==> config.mk <==
export PLATFORM = sky130hd
export DESIGN_NAME = seq_detect_mealy
export DESIGN_NICKNAME = d
export VERILOG_FILES = /design/src/rtl/seq_det_pkg.sv /design/src/rtl/seq_match_cnt.sv /design/src/rtl/seq_detect_mealy.sv
export SDC_FILE = /design/constraint.sdc
export NUM_CORES = 1
export LEC_CHECK = 0
export CORE_MARGIN = 1
export CORE_UTILIZATION = 40
export CTS_CLUSTER_SIZE = 28
export DETAILED_ROUTE_END_ITERATION = 12
export GPL_ROUTABILITY_DRIVEN = 0
export GPL_TIMING_DRIVEN = 0
export MAX_ROUTING_LAYER = met4
export PLACE_DENSITY_LB_ADDON = 0.2
export SLEW_MARGIN = 30
export SYNTH_ARGS = -nofsm -noshare
export SYNTH_HDL_FRONTEND = slang
export SYNTH_SLANG_ARGS = --single-unit
==> constraint.sdc <==
create_clock -name clk -period 3.2 [get_ports clk]
set_clock_uncertainty 0.15 [all_clocks]
set_input_delay 0.48 -clock clk [delete_from_list [all_inputs] [get_ports clk]]
set_output_delay 0.48 -clock clk [all_outputs]
set_load 0.005 [all_outputs]
==> src/rtl/seq_det_pkg.sv <==
// Shared definitions for the seq_detect_mealy serial pattern detector.
// Holds the phase encoding, the default pattern and the fill counter sizing helper.
package seq_det_pkg;

    // Phase of the detector. It is derived from the fill count.
    // FILL means history is still being gathered.
    // ARMED means every further valid bit can complete a match.
    typedef enum logic {
        PH_FILL  = 1'b0,
        PH_ARMED = 1'b1
    } phase_e;

    // Pattern loaded at reset when the instance does not override it.
    localparam logic [2:0] DEFAULT_PATTERN = 3'b101;

    // Width of the fill counter, which counts 0..pat_w-1.
    function automatic int unsigned fill_width(input int unsigned pat_w);
        int unsigned w;
        w = $clog2(pat_w);
        return (w < 1) ? 1 : w;
    endfunction

endpackage

==> src/rtl/seq_match_cnt.sv <==
// Saturating match counter.
// Ports:
//   clk_i  - rising-edge clock
//   rst_ni - asynchronous active-low reset
//   inc_i  - count one match this cycle
//   clr_i  - synchronous clear; has priority over inc_i
//   cnt_o  - current count, which holds at all-ones
module seq_match_cnt #(
    parameter int unsigned CNT_W = 8
) (
    input  logic             clk_i,
    input  logic             rst_ni,
    input  logic             inc_i,
    input  logic             clr_i,
    output logic [CNT_W-1:0] cnt_o
);

    logic [CNT_W-1:0] cnt_q, cnt_d;

    always_comb begin
        cnt_d = cnt_q;
        if (clr_i) begin
            cnt_d = '0;
        end else if (inc_i && (cnt_q != {CNT_W{1'b1}})) begin
            cnt_d = cnt_q + CNT_W'(1);
        end
    end

    always_ff @(posedge clk_i or negedge rst_ni) begin
        if (!rst_ni) begin
            cnt_q <= '0;
        end else begin
            cnt_q <= cnt_d;
        end
    end

    assign cnt_o = cnt_q;

endmodule

==> src/rtl/seq_detect_mealy.sv <==
// Mealy detector for a serial bit pattern, with the pattern and overlap mode loadable at run time.
// Ports:
//   clk         - rising-edge clock
//   rst         - asynchronous active-low reset
//   x, x_valid  - serial data bit and its qualifier
//   cfg_load    - load cfg_pattern/cfg_overlap and flush the history
//   cfg_pattern - new pattern, MSB is the oldest bit
//   cfg_overlap - new mode, where 1 allows overlapping matches
//   cnt_clr     - synchronous clear of match_cnt
//   y           - combinational match in the cycle of the completing bit
//   y_q         - y delayed by one clock
//   match_cnt   - saturating number of matches
module seq_detect_mealy
    import seq_det_pkg::*;
#(
    parameter int unsigned      PAT_W   = 3,
    parameter logic [PAT_W-1:0] PATTERN = PAT_W'(DEFAULT_PATTERN),
    parameter bit               OVERLAP = 1'b1,
    parameter int unsigned      CNT_W   = 8
) (
    input  logic             clk,
    input  logic             rst,
    input  logic             x,
    input  logic             x_valid,
    input  logic             cfg_load,
    input  logic [PAT_W-1:0] cfg_pattern,
    input  logic             cfg_overlap,
    input  logic             cnt_clr,
    output logic             y,
    output logic             y_q,
    output logic [CNT_W-1:0] match_cnt
);

    localparam int unsigned      FILL_W   = fill_width(PAT_W);
    localparam logic [FILL_W-1:0] FILL_MAX = FILL_W'(PAT_W - 1);

    logic [PAT_W-1:0]  pat_q, pat_d;
    logic              ovl_q, ovl_d;
    logic [PAT_W-2:0]  hist_q, hist_d;
    logic [FILL_W-1:0] fill_q, fill_d;
    logic              y_dly_q;

    phase_e            phase;
    logic [PAT_W-1:0]  window;

    assign phase  = (fill_q == FILL_MAX) ? PH_ARMED : PH_FILL;
    // The stored history followed by the incoming bit. This is the candidate for the compare.
    assign window = {hist_q, x};

    // State register
    always_ff @(posedge clk or negedge rst) begin
        if (!rst) begin
            pat_q   <= PATTERN;
            ovl_q   <= OVERLAP;
            hist_q  <= '0;
            fill_q  <= '0;
            y_dly_q <= 1'b0;
        end else begin
            pat_q   <= pat_d;
            ovl_q   <= ovl_d;
            hist_q  <= hist_d;
            fill_q  <= fill_d;
            y_dly_q <= y;
        end
    end

    // Next-state logic
    always_comb begin
        pat_d  = pat_q;
        ovl_d  = ovl_q;
        hist_d = hist_q;
        fill_d = fill_q;
        if (cfg_load) begin
            // The bit in the load cycle is dropped. The stale history does not matter because fill restarts.
            pat_d  = cfg_pattern;
            ovl_d  = cfg_overlap;
            fill_d = '0;
        end else if (x_valid) begin
            hist_d = window[PAT_W-2:0];
            if (y && !ovl_q) begin
                fill_d = '0;
            end else if (phase == PH_FILL) begin
                fill_d = fill_q + FILL_W'(1);
            end
        end
    end

    // Output logic
    always_comb begin
        y = 1'b0;
        if (x_valid && !cfg_load && (phase == PH_ARMED) && (window == pat_q)) begin
            y = 1'b1;
        end
    end

    assign y_q = y_dly_q;

    seq_match_cnt #(
        .CNT_W (CNT_W)
    ) u_match_cnt (
        .clk_i  (clk),
        .rst_ni (rst),
        .inc_i  (y),
        .clr_i  (cnt_clr),
        .cnt_o  (match_cnt)
    );

endmodule

; ---- After elaboration in Yosys (flattened, before gate mapping)
; Index checks and enable logic that the tools add are counted.
; Widths: inputs -> output; s select.
[classes]
add_sub_neg = 2
multipliers = 0
n_div = 0
n_lt_le_gt_ge = 0
n_eq_ne = 4
shifts = 0
muxes = 8
bitwise = 1
reduce_logical = 11
[ops]
columns = operator, count
row1 = $mux 8, 2
row2 = $add 8x1->8 const B, 1
row3 = $mux 2, 4
row4 = $ne 8x8->1 const B, 1
row5 = $logic_and 1x1->1, 5
row6 = $reduce_and 2->1, 2
row7 = $reduce_bool 2->1, 2
row8 = $eq 3x3->1, 1
row9 = $ne 3x2->1 const B, 1
row10 = $add 2x1->2 const B, 1
row11 = $eq 2x2->1 const B, 1
row12 = $logic_not 1->1, 2
row13 = $mux 1, 2
row14 = $not 1->1, 1
[totals]
reg_bits = 17
latchBits = 0
mem_bits_rw = 0
mem_bits_ro = 0
in_bits = 10
out_inout_bits = 10
mem_count = 0

; ---- Depth between registers and ports, before layout
[depth]
depth_word = 9
depth_mapped = 8
ltp_nobuf = 7

; ---- Cells and area by module
; A second synthesis with hierarchy kept.
[hier_totals]
cells_unflattened = 80
hier_area_um2 = 914.6
[modules_own_cells]
columns = module, instances, cells_per_inst, area_each_um2, seq_area_each_um2
row1 = seq_match_cnt, 1, 49, 464.2, 200.2
row2 = seq_detect_mealy, 1, 31, 450.4, 229.0

; ---- Worst setup path after synthesis
; Ideal clock, no wire load.
[synth_timing]
path_kind = reg-to-reg
from = reg fill_q[0]
to = reg u_match_cnt.cnt_q[5], in the netlist u_match_cnt.cnt_o[5]
setup_ps = 128
t_arrival_ps = 1610
required_ps = 2922
setup_slack_ps = 1312
path_stages_with_launch = 7
cell_sequence = dfrtp_1 inv_1 ha_1 and3b_2 nand4_4 nor4_1 mux2_1
[synth_via]
elab_chain_cells = 7
[synth_lines]
columns = element, line
row1 = start: declaration, seq_detect_mealy.sv:40  ; logic [FILL_W-1:0] fill_q, fill_d;
row2 = start signal: assignment, seq_detect_mealy.sv:62  ; fill_q <= fill_d;
row3 = $eq 2x2->1, seq_detect_mealy.sv:46  ; assign phase = (fill_q == FILL_MAX) ? PH_ARMED : PH_FILL;
row4 = $mux 1, seq_detect_mealy.sv:46
row5 = $logic_and 1x1->1 (2 in series), seq_detect_mealy.sv:91  ; if (x_valid && !cfg_load && (phase == PH_ARMED) && (window == pat_q)) begin
row6 = $mux 1, seq_detect_mealy.sv:91
row7 = $logic_and 1x1->1, seq_match_cnt.sv:24  ; end else if (inc_i && (cnt_q != {CNT_W{1'b1}})) begin
row8 = $reduce_bool 2->1 (no source line), --
row9 = end signal: assignment, seq_match_cnt.sv:33  ; cnt_q <= cnt_d;
row10 = end: declaration, seq_match_cnt.sv:18  ; logic [CNT_W-1:0] cnt_q, cnt_d;
; Every way passes these cells.
; A chain may end at the register's enable or synchronous reset.

; ---- Worst setup path in the final report
[layout_timing]
from = reg fill_q[0]
to = out y
[layout_via]
elab_chain_cells = 5
[layout_lines]
columns = element, line
row1 = $eq 2x2->1, seq_detect_mealy.sv:46
row2 = $mux 1, seq_detect_mealy.sv:46
row3 = $logic_and 1x1->1 (2 in series), seq_detect_mealy.sv:91
row4 = $mux 1, seq_detect_mealy.sv:91
row5 = end: declaration, seq_detect_mealy.sv:29  ; output logic y,
; Every way passes these cells.

==> flow_results.org <==
** Status
- The flow ran to the end, and the final reports show no timing, DRC or antenna violations.

** GRT
- The first global-routing pass estimated 3.04 mm of wire.
- Entering global routing, the biggest net connects 18 pins.
- For this run the aggregate overflow at the end of global routing stands at 0.
- Total routing resource utilization after global routing :: 16.8%
- The number of antenna violations at the first check in global routing is 0.
- The via count of the first global-routing pass came to 698.

** Clock network
- At the later pin of the worst-skew pair, clock insertion delay measures 0.29 ns.
- Clock tree sinks :: 17
- Number of H-tree levels :: 1
- In this run, post-CTS repair resized a total of 0 instances.
- TritonCTS built the clock tree.
- The longest clock path from root to sink contains 2 buffers.
- Number of clock buffers inserted by TritonCTS :: 3
- Clock slew seen by the registers of the worst setup and hold paths :: 0.10 ns
- The root buffer cell chosen for the clock tree is clkbuf_4.
- The number of setup buffers added after CTS is 0.
- Hold repair after CTS inserted 0 buffers.

** Drt
- The routed layout has 708 vias.
- After detailed routing, the average wire length per cell comes to 13.0 um.
- Met3 WL post-DR :: 57 um
- Post-Route M1 WL :: 811 um
- Drt pass-1 iters :: 2
- Sum of routed wire length over all layers :: 1.74 mm
- The routed design uses 839 um of met2 wire.
- Routed via count divided by cell count :: 5.28
- DR top layer :: met4
- Once detail routing completed, the nets flagged for antenna violations numbered 0.
- The detailed router finished its first iteration with 8 violations.
- DRC violation count after routing :: 0

** STA
- The final number of hold-violating endpoints is 0.
- The tightest hold path in the finished design has a slack of 0.221 ns.
- Final Max Slew Viols :: 0
- Total negative slack for setup checks :: 0 ns
- Post-route clock period utilization :: 85.5%
- At the pin with the least slew margin, the transition time is 0.744 ns.
- Setup repair after global routing missed its margin :: no
- Count of final setup violators :: 0
- The routed design could run at a clock period as short as 2.74 ns.
- Max-Slew Margin vs Limit :: 50.3%
- Derived from the worst setup path, the maximum achievable clock frequency is 0.365 GHz.

** Setup path
- Counting cells, the worst reg-to-reg path comes to 6.
- Capturing element type of the critical path :: output pin
- Data arrival time of the critical path :: 2.11 ns
- The worst setup path is of the flop to output pin kind.
- STA classifies the critical path startpoint as a flop.
- Data required time of the worst path :: 2.57 ns
- In this run the worst path has a maximum fanout of 10.

** Floorplanning
- I/O pins :: 20
- Initial core utilization :: 42.3%
- The floorplan step defined a core boundary enclosing 2210 um2.
- Rows :: 17
- In this run the horizontal extent of the chip is 50.4 um.
- Floorplan die area :: 2540 um2
- The floorplan step set the die height to 50.4 um.

** Synth
- The Yosys step of the flow raised 0 warnings.
- The mapped netlist covers 936 um2.
- After technology mapping, the gate count stands at 84.
- Of the synthesized area, sequential elements account for 45.9%.
- Cell variety after synth :: 29
- Count of state elements after synthesis :: 17
- Avg Cell Area, Syn :: 11.1 um2
- Counting every net in the synthesized netlist gives 96.

** Layout
- After the last flow step, the layout net total stands at 119.
- After filler insertion, the fill cell instance count of the layout stands at 206.
- 0 antenna diodes ended up in the layout.
- Leaving out fill and tap cells, the most frequent cell in the layout is clkdlybuf4s50_1.
- Compared with the post-synthesis result, the final layout area differs by 25.9%.
- In the final layout, the share of cells above drive strength 1 is 19.8%.
- The top cell types in the final layout, fill and taps aside, are clkdlybuf4s50_1, dfrtp_1, a21oi_1.

** Pwr
- Worst ir drop on vdd :: 207 uV
- For this design the ratio of total power to cell area is 368 nW/um2.
- Leakage power :: 0.466 nW

** Worst hold path
- The worst hold path belongs to the class input pin to flop.
- Number of instances on the worst hold path :: 2

** Placed design
- Post-detail-place hpwl :: 1.29 mm
- The count of buffers added on input and output ports is 18.

** Run
- Max-cap violations in this run came to 0.
cell type report:
type                    count  area [um2]  share of cell area [%]
repair buffers             18         180                    15.3
inverters                   3        11.3                   0.955
multi-input cells          61         469                    39.8
flip-flops and latches     17         429                    36.4
clock buffers               3        22.5                    1.91
clock inverters             1        5.00                   0.425
plain buffers               3        26.3                    2.23
well taps                  28        35.0                    2.97
state kept, by name, indices dropped and copies added, names as in the netlist:
register,cells
ovl_q,1
u_match_cnt.cnt_o,8
fill_q,2
y_q,1
pat_q,3
hist_q,2
per-layer routing:
layer,vias up,GRT usage [%]
met2,12,26.9
met4,0,8.33
met5,-,-
li1,347,-
met3,4,4.24
met1,345,19.7
path summary, 6_finish.rpt:
check / from / end / slack, ns
max in group asynchronous: rst / u_match_cnt.cnt_o[1]$_DFFE_PN0P_ / 1.96
hold / removal: cfg_load / fill_q[0]$_DFFE_PN0P_ / 0.22
hold reg to reg: fill_q[1]$_DFFE_PN0P_ / fill_q[1]$_DFFE_PN0P_ / 0.38
setup reg to reg: fill_q[0]$_DFFE_PN0P_ / u_match_cnt.cnt_o[5]$_DFFE_PN0P_ / 1.16
setup / recovery: fill_q[0]$_DFFE_PN0P_ / y / 0.46
min in group asynchronous: rst / y_q$_DFF_PN0_ / 0.46
cells in the mapped netlist, drive strengths merged:
cell type  instances  area [um2]
nand2b             3        18.8
o21ai              3        15.0
a211oi             1        7.51
clkbuf             1        3.75
nor4               2        12.5
nor3               3        15.0
inv                3        11.3
ha                 2        25.0
nand2              4        15.0
dfstp              3        78.8
o31ai              3        22.5
nor2b              2        12.5
and3b              1        10.0
o211ai             1        7.51
or4                1        7.51
nand3              2        10.0
xnor2              3        71.3
buf                2        22.5
a21oi              8        40.0
or3                4        25.0
dfrtp             14         350
mux2i              1        10.0
mux2               8        90.1
nand4              2        27.5
nor2               7        26.3
through the flow:
step           util [%]  total power (W)  setup slack (ns)  instance area [um2]  instances
3_3_place_gp       52.0         0.000321             0.475                 1150        130
3_5_place_dp       52.0         0.000325             0.487                 1150        130
5_1_grt            53.3         0.000455             0.331                 1180        134
4_1_cts            53.3         0.000442             0.450                 1180        134
6_report           53.3         0.000434             0.464                 1180        134
2_1_floorplan         -         0.000300              1.31                  936         84
cells by family (layout without fill, tap and decap cells):
logic type	after synthesis	after routing	share of synthesized area (%)
buffers and inverters	6	28	4.01
adder cells (fa/ha/maj)	2	2	2.67
XOR/XNOR	3	3	7.62
multiplexers	9	9	10.7
AO/OA/AOI/OAI	16	16	9.89
flip-flops	17	17	45.9
AND/OR/NAND/NOR	31	31	19.3
report_power, final:
group          switching (W)  leakage, nW   total, W  internal (W)
sequential         0.0000172        0.219   0.000247      0.000230
clock              0.0000678       0.0177   0.000114     0.0000465
combinational      0.0000272        0.229  0.0000719     0.0000447
critical path, cell delays in order, from the launching register on:
cell,delay [ns]
dfrtp_1,0.42
inv_1,0.07
ha_1,0.23
and3b_2,0.24
nand4_4,0.14
buf_6,0.17
inv_2,0.06
clkdlybuf4s50_1,0.49
No activity file was read; power rests on OpenSTA's default activity.
